`config.mk`:
```
export PLATFORM = sky130hd
export DESIGN_NAME = sync_fifo_mem
export DESIGN_NICKNAME = d
export VERILOG_FILES = /design/src/rtl/fifo_pkg.sv /design/src/rtl/dp_ram.sv /design/src/rtl/sync_fifo_mem.sv
export SDC_FILE = /design/constraint.sdc
export NUM_CORES = 1
export LEC_CHECK = 0
export CAP_MARGIN = 20
export CORE_ASPECT_RATIO = 0.75
export CORE_MARGIN = 2
export CORE_UTILIZATION = 60
export CTS_BUF_LIST = sky130_fd_sc_hd__clkbuf_16
export CTS_CLUSTER_SIZE = 25
export DETAILED_ROUTE_END_ITERATION = 6
export MAX_ROUTING_LAYER = met4
export PLACE_DENSITY = 0.88
export SLEW_MARGIN = 25
export SYNTH_ARGS = -nofsm -noshare
export SYNTH_HDL_FRONTEND = slang
export SYNTH_HIERARCHICAL = 1
export SYNTH_SLANG_ARGS = --single-unit
export TNS_END_PERCENT = 10
```
`constraint.sdc`:
```
create_clock -name clk -period 4.9 [get_ports clk]
set_input_delay 0.735 -clock clk [delete_from_list [all_inputs] [get_ports clk]]
set_output_delay 0.735 -clock clk [all_outputs]
set_load 0.01 [all_outputs]
```
`src/rtl/fifo_pkg.sv`:
```
// Shared defaults for the synchronous FIFO: word width, address width,
// almost-full threshold and the depth helper.
package fifo_pkg;

  localparam int FIFO_DATA_W   = 4;
  localparam int FIFO_ADDR_W   = 3;
  localparam int FIFO_AF_LEVEL = 6;

  function automatic int fifo_depth(input int addr_w);
    return 1 << addr_w;
  endfunction

endpackage

```
`src/rtl/dp_ram.sv`:
```
// Simple dual-port storage: synchronous write, registered read with enable.
// The array itself is never reset; only the read register clears on rst_n.
module dp_ram
  import fifo_pkg::*;
#(
  parameter int DATA_W = FIFO_DATA_W,
  parameter int ADDR_W = FIFO_ADDR_W
) (
  input  logic              clk,
  input  logic              rst_n,
  input  logic              i_wr_en,
  input  logic [ADDR_W-1:0] i_wr_addr,
  input  logic [DATA_W-1:0] i_wr_data,
  input  logic              i_rd_en,
  input  logic [ADDR_W-1:0] i_rd_addr,
  output logic [DATA_W-1:0] o_rd_data
);

  localparam int DEPTH = fifo_depth(ADDR_W);

  logic [DATA_W-1:0] r_mem [DEPTH];
  logic [DATA_W-1:0] r_rd_data;

  always_ff @(posedge clk) begin
    if (i_wr_en) begin
      r_mem[i_wr_addr] <= i_wr_data;
    end
  end

  // Read register holds its value between accepted reads.
  always_ff @(posedge clk or negedge rst_n) begin
    if (!rst_n) begin
      r_rd_data <= '0;
    end else if (i_rd_en) begin
      r_rd_data <= r_mem[i_rd_addr];
    end
  end

  assign o_rd_data = r_rd_data;

endmodule

```
`src/rtl/sync_fifo_mem.sv`:
```
// Single-clock FIFO: pointers, occupancy count and status flags around dp_ram.
// Optional sticky overflow/underflow outputs are built when FIFO_ERR_FLAGS_EN is defined.
module sync_fifo_mem
  import fifo_pkg::*;
#(
  parameter int DATA_W   = FIFO_DATA_W,
  parameter int ADDR_W   = FIFO_ADDR_W,
  parameter int AF_LEVEL = FIFO_AF_LEVEL
) (
  input  logic              clk,
  input  logic              rst_n,
  input  logic              clr,
  input  logic              wr_en,
  input  logic [DATA_W-1:0] din,
  input  logic              rd_en,
  output logic [DATA_W-1:0] dout,
  output logic              empty,
  output logic              full,
  output logic              almost_full,
  output logic [ADDR_W:0]   count
`ifdef FIFO_ERR_FLAGS_EN
  ,
  output logic              overflow,
  output logic              underflow
`endif
);

  localparam int              DEPTH    = fifo_depth(ADDR_W);
  localparam logic [ADDR_W:0] C_DEPTH  = DEPTH[ADDR_W:0];
  localparam logic [ADDR_W:0] C_AF_LVL = AF_LEVEL[ADDR_W:0];

  logic [ADDR_W-1:0] r_wr_ptr;
  logic [ADDR_W-1:0] r_rd_ptr;
  logic [ADDR_W:0]   r_count;
  logic              w_wr_acc;
  logic              w_rd_acc;

  // Flush wins over both requests; no write-through when full, no bypass when empty.
  assign w_wr_acc = wr_en & ~full  & ~clr;
  assign w_rd_acc = rd_en & ~empty & ~clr;

  always_ff @(posedge clk or negedge rst_n) begin
    if (!rst_n) begin
      r_wr_ptr <= '0;
      r_rd_ptr <= '0;
    end else if (clr) begin
      r_wr_ptr <= '0;
      r_rd_ptr <= '0;
    end else begin
      if (w_wr_acc) r_wr_ptr <= r_wr_ptr + 1'b1;
      if (w_rd_acc) r_rd_ptr <= r_rd_ptr + 1'b1;
    end
  end

  always_ff @(posedge clk or negedge rst_n) begin
    if (!rst_n) begin
      r_count <= '0;
    end else if (clr) begin
      r_count <= '0;
    end else begin
      case ({w_wr_acc, w_rd_acc})
        2'b10:   r_count <= r_count + 1'b1;
        2'b01:   r_count <= r_count - 1'b1;
        default: r_count <= r_count;
      endcase
    end
  end

  assign count       = r_count;
  assign empty       = (r_count == '0);
  assign full        = (r_count == C_DEPTH);
  assign almost_full = (r_count >= C_AF_LVL);

  dp_ram #(
    .DATA_W(DATA_W),
    .ADDR_W(ADDR_W)
  ) u_ram (
    .clk      (clk),
    .rst_n    (rst_n),
    .i_wr_en  (w_wr_acc),
    .i_wr_addr(r_wr_ptr),
    .i_wr_data(din),
    .i_rd_en  (w_rd_acc),
    .i_rd_addr(r_rd_ptr),
    .o_rd_data(dout)
  );

`ifdef FIFO_ERR_FLAGS_EN
  logic r_overflow;
  logic r_underflow;

  always_ff @(posedge clk or negedge rst_n) begin
    if (!rst_n) begin
      r_overflow  <= 1'b0;
      r_underflow <= 1'b0;
    end else if (clr) begin
      r_overflow  <= 1'b0;
      r_underflow <= 1'b0;
    end else begin
      if (wr_en && full)  r_overflow  <= 1'b1;
      if (rd_en && empty) r_underflow <= 1'b1;
    end
  end

  assign overflow  = r_overflow;
  assign underflow = r_underflow;
`endif

endmodule

```
==> metrics.yaml, run 1 <==
antenna_found_initial: 0
io_buffers: 19
hold_start: "r_wr_ptr[2]"
rsz0062_at_grt: "false"
hpwl_mm: 2.87
power.total_mw: 1.28
vias: 1331
fp.coreArea_um2: 3330
layout_common_cells: "edfxtp_1, mux2i_1, nor2_1, clkdlybuf4s50_1, dfrtp_1"
gp_congestion: 0.882
grt_pass1_vias: 1298
holdPathStages: 2
finalCritPeriodShare_pct: 68.1
status: "completed"
hp-class: "reg2reg"
dpl.cell_count: 207
cp_cell_sequence: "clkdlybuf4s50_1 > nor2_1 > and2_1 > ha_1 > a21oi_1 > nand2_1 > or4b_1 > o311ai_1"
ys_seq_area_share_pct: 62.2
reg2reg_slack_ns: 1.65
cp_data_required_time_ns: 5.08
hold_end: "r_wr_ptr[2]"
timing_hold_violations_final: 0
synthArstFlopShare_pct: 30.4
dp_slack_ns: 1.39
drive_gt1_share_pct: 5.71
layout_commonest_cell: "edfxtp_1"
synth_seq_cells: 46
yosys_warnings: 6
setup_viol: 0
cp-end-kind: "flop"
io-pin-count: 20
start_util_pct: 63.3
ctsRootBufferMaster: "clkbuf_16"
synth_nets: 168
cp_max_fo: 14
final_util_pct: 73.7
syn_area_um2: 2110
synth_flop_cell: "edfxtp_1"
postRouteAntennaNets: 0
placed_area_um2: 2300
arrival_ns: 3.51
cts_tree: "yes"
r2r_end: "count[3]"
fp.dieW_um: 72.4
die_area_um2: 4010
ys_types: 32
nNetsFinal: 188
cts.sinks: 46
crit_path_top_delay_cell: "clkdlybuf4s50_1"
first_pass_iters: 5
post-route-min-period_ns: 3.34
setup_slack_ns: 1.56
drv_slew: 0
globalRouteOverflowTotal: 0
start_kind: "input pin"
syn_inst: 154
antenna_cells: 0
power_leakage_nw: 0.933
tightest_slew_ns: 0.947
syn_avg_cell_area_um2: 13.7
grt_max_degree: 19
fin_skew_ns: 0.00683
drv_cap: 0
die_y_um: 55.3
grt_pass1_wl_mm: 6.73
post_cts_resized: 0
fmax_mhz: 300
fin_hold_ws_ns: 0.572
rr_startpoint: "count[1]"
cts-buffers-inserted: 5
cts_setup_buffers: 0
routed_wl_mm: 4.24
routedWlPerCell_um: 19.7
power_density_nw_per_um2: 520
cp_top_family: "simple AND/OR/NAND/NOR gates"
drt-initial-drc-count: 86
clk_latency_ns: 0.28
max_stage_delay_ns: 0.67
grt_usage_pct: 24.2
slew_headroom_pct: 36.9
cts_buffer_depth: 2
synth-edff-count: 32
reg2reg_depth: 8
drc: 0
crit_type: "in2reg"
cts-htree-levels: 2
fillerInstances: 211
fin_cells: 215
final_area_um2: 2460
peakVddDrop_uv: 349
cts_hold_buf: 0
setup_tns_ns: 0
syn2layout_area_growth_pct: 16.6
vias_per_cell: 6.19
num_rows: 18
crit_buf_inv: 1
clk_transition_reported_paths_ns: 0.06
-- logic make-up (layout without fill, tap and decap cells) --
kind of cell / after synthesis / count (layout) / share of synthesized area [%]
buf+inv: 8 / 29 / 2.67
compound gates: 23 / 23 / 8.96
simple gates: 46 / 46 / 10.9
fa+ha+maj: 5 / 5 / 3.32
mux: 20 / 20 / 9.50
xor+xnor: 6 / 6 / 2.49
flops: 46 / 46 / 62.2
-- worst max path at each step --
| stage | start | end | depth (start not counted) |
|---|---|---|---|
| floorplan | count[0] | count[3] | 8 |
| global route | clr | count[3] | 8 |
| finish | clr | count[3] | 8 |
| global placement | clr | count[3] | 8 |
| CTS | clr | count[3] | 8 |
| detailed placement | clr | count[3] | 8 |
-- worst register-to-register path, stage by stage, from the launching register on --
cell	delay, ns
dfrtp_1	0.52
o41ai_2	0.73
nor2_1	0.29
and2_1	0.27
ha_1	0.33
a21oi_1	0.30
nand2_1	0.12
or4b_1	0.49
o311ai_1	0.10
-- metal layers --
metal	up-vias	share of wire, %	global-route usage (%)
met5	-	0	-
met4	0	0.61	7.14
met3	6	7.2	6.39
met2	49	51	37.9
met1	663	41	31.4
li1	613	-	-
-- state kept, by name (all words and copies together), names as in the netlist --
name / cells
r_wr_ptr: 3
r_rd_ptr: 3
u_ram/r_mem: 32
count: 4
u_ram/o_rd_data: 4
-- where the power goes --
part	internal [mW]	total (mW)	switching (mW)	leakage, nW
logic	0.207	0.378	0.171	0.376
clock network	0.216	0.343	0.127	0.0835
registers	0.463	0.557	0.0939	0.474
-- area by class of cell --
type | count | area, µm² | share of cell area (%)
inverter | 2 | 7.51 | 0.305
sequential | 46 | 1310 | 53.4
clock inverter | 2 | 7.51 | 0.305
timing repair buffer | 19 | 190 | 7.74
multi-input combinational | 100 | 741 | 30.1
clock buffer | 6 | 150 | 6.11
tap | 40 | 50.0 | 2.04
-- synthesized netlist by cell type (2+ instances only) --
master,count,area share (%)
a22oi_1,8,2.8
buf_2,2,0.47
clkbuf_1,2,0.36
xor2_1,3,1.2
dfrtp_1,14,17
nor2b_1,4,1.2
nand2b_1,4,1.2
nand2_1,5,0.89
inv_1,2,0.36
a21oi_1,3,0.71
and2b_1,2,0.71
and2_1,2,0.59
ha_1,4,2.4
edfxtp_1,32,46
nor2_1,19,3.4
mux2i_1,20,9.5
nor3_1,3,0.71
a211oi_1,2,0.71
a31o_1,4,1.7
or4b_1,2,0.95
nand3_1,4,0.95
xnor2_1,3,1.2
(Power assumes the default switching activity.)
==> inputs of run 2 (changes only) <==
--- a/config.mk
+++ b/config.mk
@@ -8,12 +8,12 @@
 export CAP_MARGIN = 20
 export CORE_ASPECT_RATIO = 0.75
 export CORE_MARGIN = 2
-export CORE_UTILIZATION = 60
+export CORE_UTILIZATION = 56
 export CTS_BUF_LIST = sky130_fd_sc_hd__clkbuf_16
 export CTS_CLUSTER_SIZE = 25
 export DETAILED_ROUTE_END_ITERATION = 6
 export MAX_ROUTING_LAYER = met4
-export PLACE_DENSITY = 0.88
+export PLACE_DENSITY = 0.83
 export SLEW_MARGIN = 25
 export SYNTH_ARGS = -nofsm -noshare
 export SYNTH_HDL_FRONTEND = slang
==> constraint.sdc (replaced) <==
create_clock -name clk -period 3.25 [get_ports clk]
set_input_delay 0.4875 -clock clk [delete_from_list [all_inputs] [get_ports clk]]
set_output_delay 0.4875 -clock clk [all_outputs]
set_load 0.01 [all_outputs]
==> run 2 against run 1 <==
Net effect: combinational power increased by 54%; core utilization is 4.0 points lower; hold slack improved by 0.019 ns; clock skew down 0.0024 ns; sequential power grew 51%; setup slack worse by 1.3 ns; count of clock-buffer cells in the layout fell by 1; wire length is 1.4% lower; final cell count up 6.5%; clock power grew 89%; register-to-register slack got worse by 1.4 ns; power up 62%; critical endpoint unchanged.
==> metrics.yaml, run 2 (synthesized netlist as in run 1, its figures left out) <==
status: "completed"  # unchanged
cts_tree: "yes"  # unchanged
pwr-share-seq_pct: 40.7  # was 43.6%
vias: 1347  # was 1331
switching_share_pct: 29.5  # was 30.7%
peakVddDrop_uv: 526  # was 349 µV
die_y_um: 57.1  # was 55.3 µm
grt_pass1_wl_mm: 6.67  # was 6.73 mm
fp.coreArea_um2: 3640  # was 3330 µm²
final_util_pct: 69.7  # was 73.7%
start_kind: "flop"  # was input pin
r2r_end: "count[3]"  # unchanged
holdPathStages: 2  # unchanged
max_flop_register: "u_ram/r_mem"  # unchanged
hold_start: "r_wr_ptr[2]"  # unchanged
cts-buffers-inserted: 5  # unchanged
regArea_um2: 1310  # unchanged
drt-initial-drc-count: 134  # was 86
cts_setup_buffers: 0  # unchanged
routed_wl_mm: 4.18  # was 4.24 mm
cts_hold_buf: 0  # unchanged
dpl.cell_count: 221  # was 207
hpwl_mm: 2.90  # was 2.87 mm
hp-class: "reg2reg"  # unchanged
layout_common_cells: "edfxtp_1, mux2i_1, nor2_1, clkdlybuf4s50_1, dfrtp_1"  # unchanged
fp.dieW_um: 74.9  # was 72.4 µm
grt_pass1_vias: 1278  # was 1298
fillerInstances: 247  # was 211
largest_register_ffs: 32  # unchanged
power.total_mw: 2.07  # was 1.28 mW
io-pin-count: 20  # unchanged
globalRouteOverflowTotal: 0  # unchanged
reg2reg_slack_ns: 0.29  # was 1.65 ns
cp_data_required_time_ns: 3.43  # was 5.08 ns
cts_buffer_depth: 2  # unchanged
nNetsFinal: 190  # was 188
clk_latency_ns: 0.28  # about the same
multi_input_area_um2: 752  # was 741 µm²
power.switching_uw: 611  # was 392 µW
timing_hold_violations_final: 0  # unchanged
cp-end-kind: "flop"  # unchanged
first_pass_iters: 4  # was 5
postRouteAntennaNets: 0  # unchanged
combPwrFrac_pct: 28.0  # was 29.6%
cts.sinks: 46  # unchanged
io_buffers: 19  # unchanged
drv_cap: 0  # unchanged
power_leakage_nw: 0.956  # was 0.933 nW
antenna_cells: 0  # unchanged
rsz0062_at_grt: "false"  # unchanged
hold_end: "r_wr_ptr[2]"  # unchanged
antenna_found_initial: 0  # unchanged
post-route-min-period_ns: 2.96
ctsRootBufferMaster: "clkbuf_16"  # unchanged
internal_power_mw: 1.46  # was 886 µW
vias_per_cell: 5.88  # was 6.19
die_area_um2: 4280  # was 4010 µm²
start_util_pct: 58.0  # was 63.3%
setup_viol: 0  # unchanged
crit_type: "reg2reg"  # was in2reg
slew_headroom_pct: 36.3  # was 36.9%
drive_gt1_share_pct: 7.34  # was 5.71%
reg2reg_depth: 8  # unchanged
drv_slew: 0  # unchanged
tightest_slew_ns: 0.956  # was 0.947 ns
power_density_nw_per_um2: 817  # was 520 nW/µm²
fin_hold_ws_ns: 0.592  # was 0.572 ns
syn2layout_area_growth_pct: 20.2  # was 16.6%
drc: 0  # unchanged
num_rows: 19  # was 18
grt_usage_pct: 22.6  # was 24.2%
grt_max_degree: 19  # unchanged
layout_commonest_cell: "edfxtp_1"  # unchanged
fin_skew_ns: 0.00441  # was 0.00683 ns
clk_transition_reported_paths_ns: 0.06  # about the same
setup_tns_ns: 0  # unchanged
routedWlPerCell_um: 18.2  # was 19.7 µm
cts-htree-levels: 2  # unchanged
clkPwrFrac_pct: 31.3  # was 26.8%
cp_max_fo: 9  # was 14
rr_startpoint: "count[0]"  # was count[1]
fmax_mhz: 338
finalCritPeriodShare_pct: 90.9
gp_congestion: 0.845  # was 0.882
arrival_ns: 3.13  # was 3.51 ns
fin_cells: 229  # was 215
==> run 2: per-stage QoR <==
step | setup WS [ns] | area (µm²)
6_report | 0.294 | 2530
5_1_grt | 0.0740 | 2530
4_1_cts | 0.208 | 2520
3_5_place_dp | 0.230 | 2330
3_3_place_gp | 0.468 | 2330
2_1_floorplan | 0.404 | 2110
==> run 2: how the worst max path moves through the flow <==
stage	from	to	cells past startpoint
floorplan	count[0]	count[3]	8
global placement	count[0]	count[3]	8
detailed placement	count[0]	count[3]	8
CTS	count[0]	count[3]	8
global route	count[0]	count[3]	8
finish	count[0]	count[3]	8
==> run 2: layer usage <==
metal	up-vias	track usage, %	part of all wire (%)
met5	-	-	0
met4	0	6.12	0.86
met3	4	6.71	5.5
met2	47	33.1	50
met1	674	31.0	44
li1	622	-	-
==> run 2: final cells by class <==
| cell class | count | share of cell area (%) |
|---|---|---|
| clock inverter | 3 | 2.71 |
| clock buffer | 5 | 4.94 |
| sequential | 46 | 51.7 |
| multi-input combinational | 100 | 29.7 |
| timing repair buffer | 21 | 8.09 |
| inverter | 2 | 0.296 |
| tap | 52 | 2.57 |
==> run 2: power by group through the flow <==
stage | sequential [mW] | combinational (mW) | clock [mW]
after floorplan | 0.799 | 0.404 | 0
after global placement | 0.834 | 0.556 | 0
after detailed placement | 0.846 | 0.568 | 0
after CTS | 0.836 | 0.576 | 0.651
after global routing | 0.858 | 0.636 | 0.678
final | 0.843 | 0.581 | 0.648
==> run 2: critical path, stage by stage, from the launching register on <==
cell and delay (ns):
dfrtp_1 0.51, or4b_1 0.69, nand2_1 0.20, and2_1 0.22, ha_1 0.29, a21oi_1 0.27, nand2_1 0.12, or4b_1 0.48
o311ai_1 0.09
==> run 2: what timing repair did <==
action,4_1_cts,5_1_grt
gates resized for setup,0,1
endpoints found under the setup margin,0,1
endpoints found under the hold margin,0,0
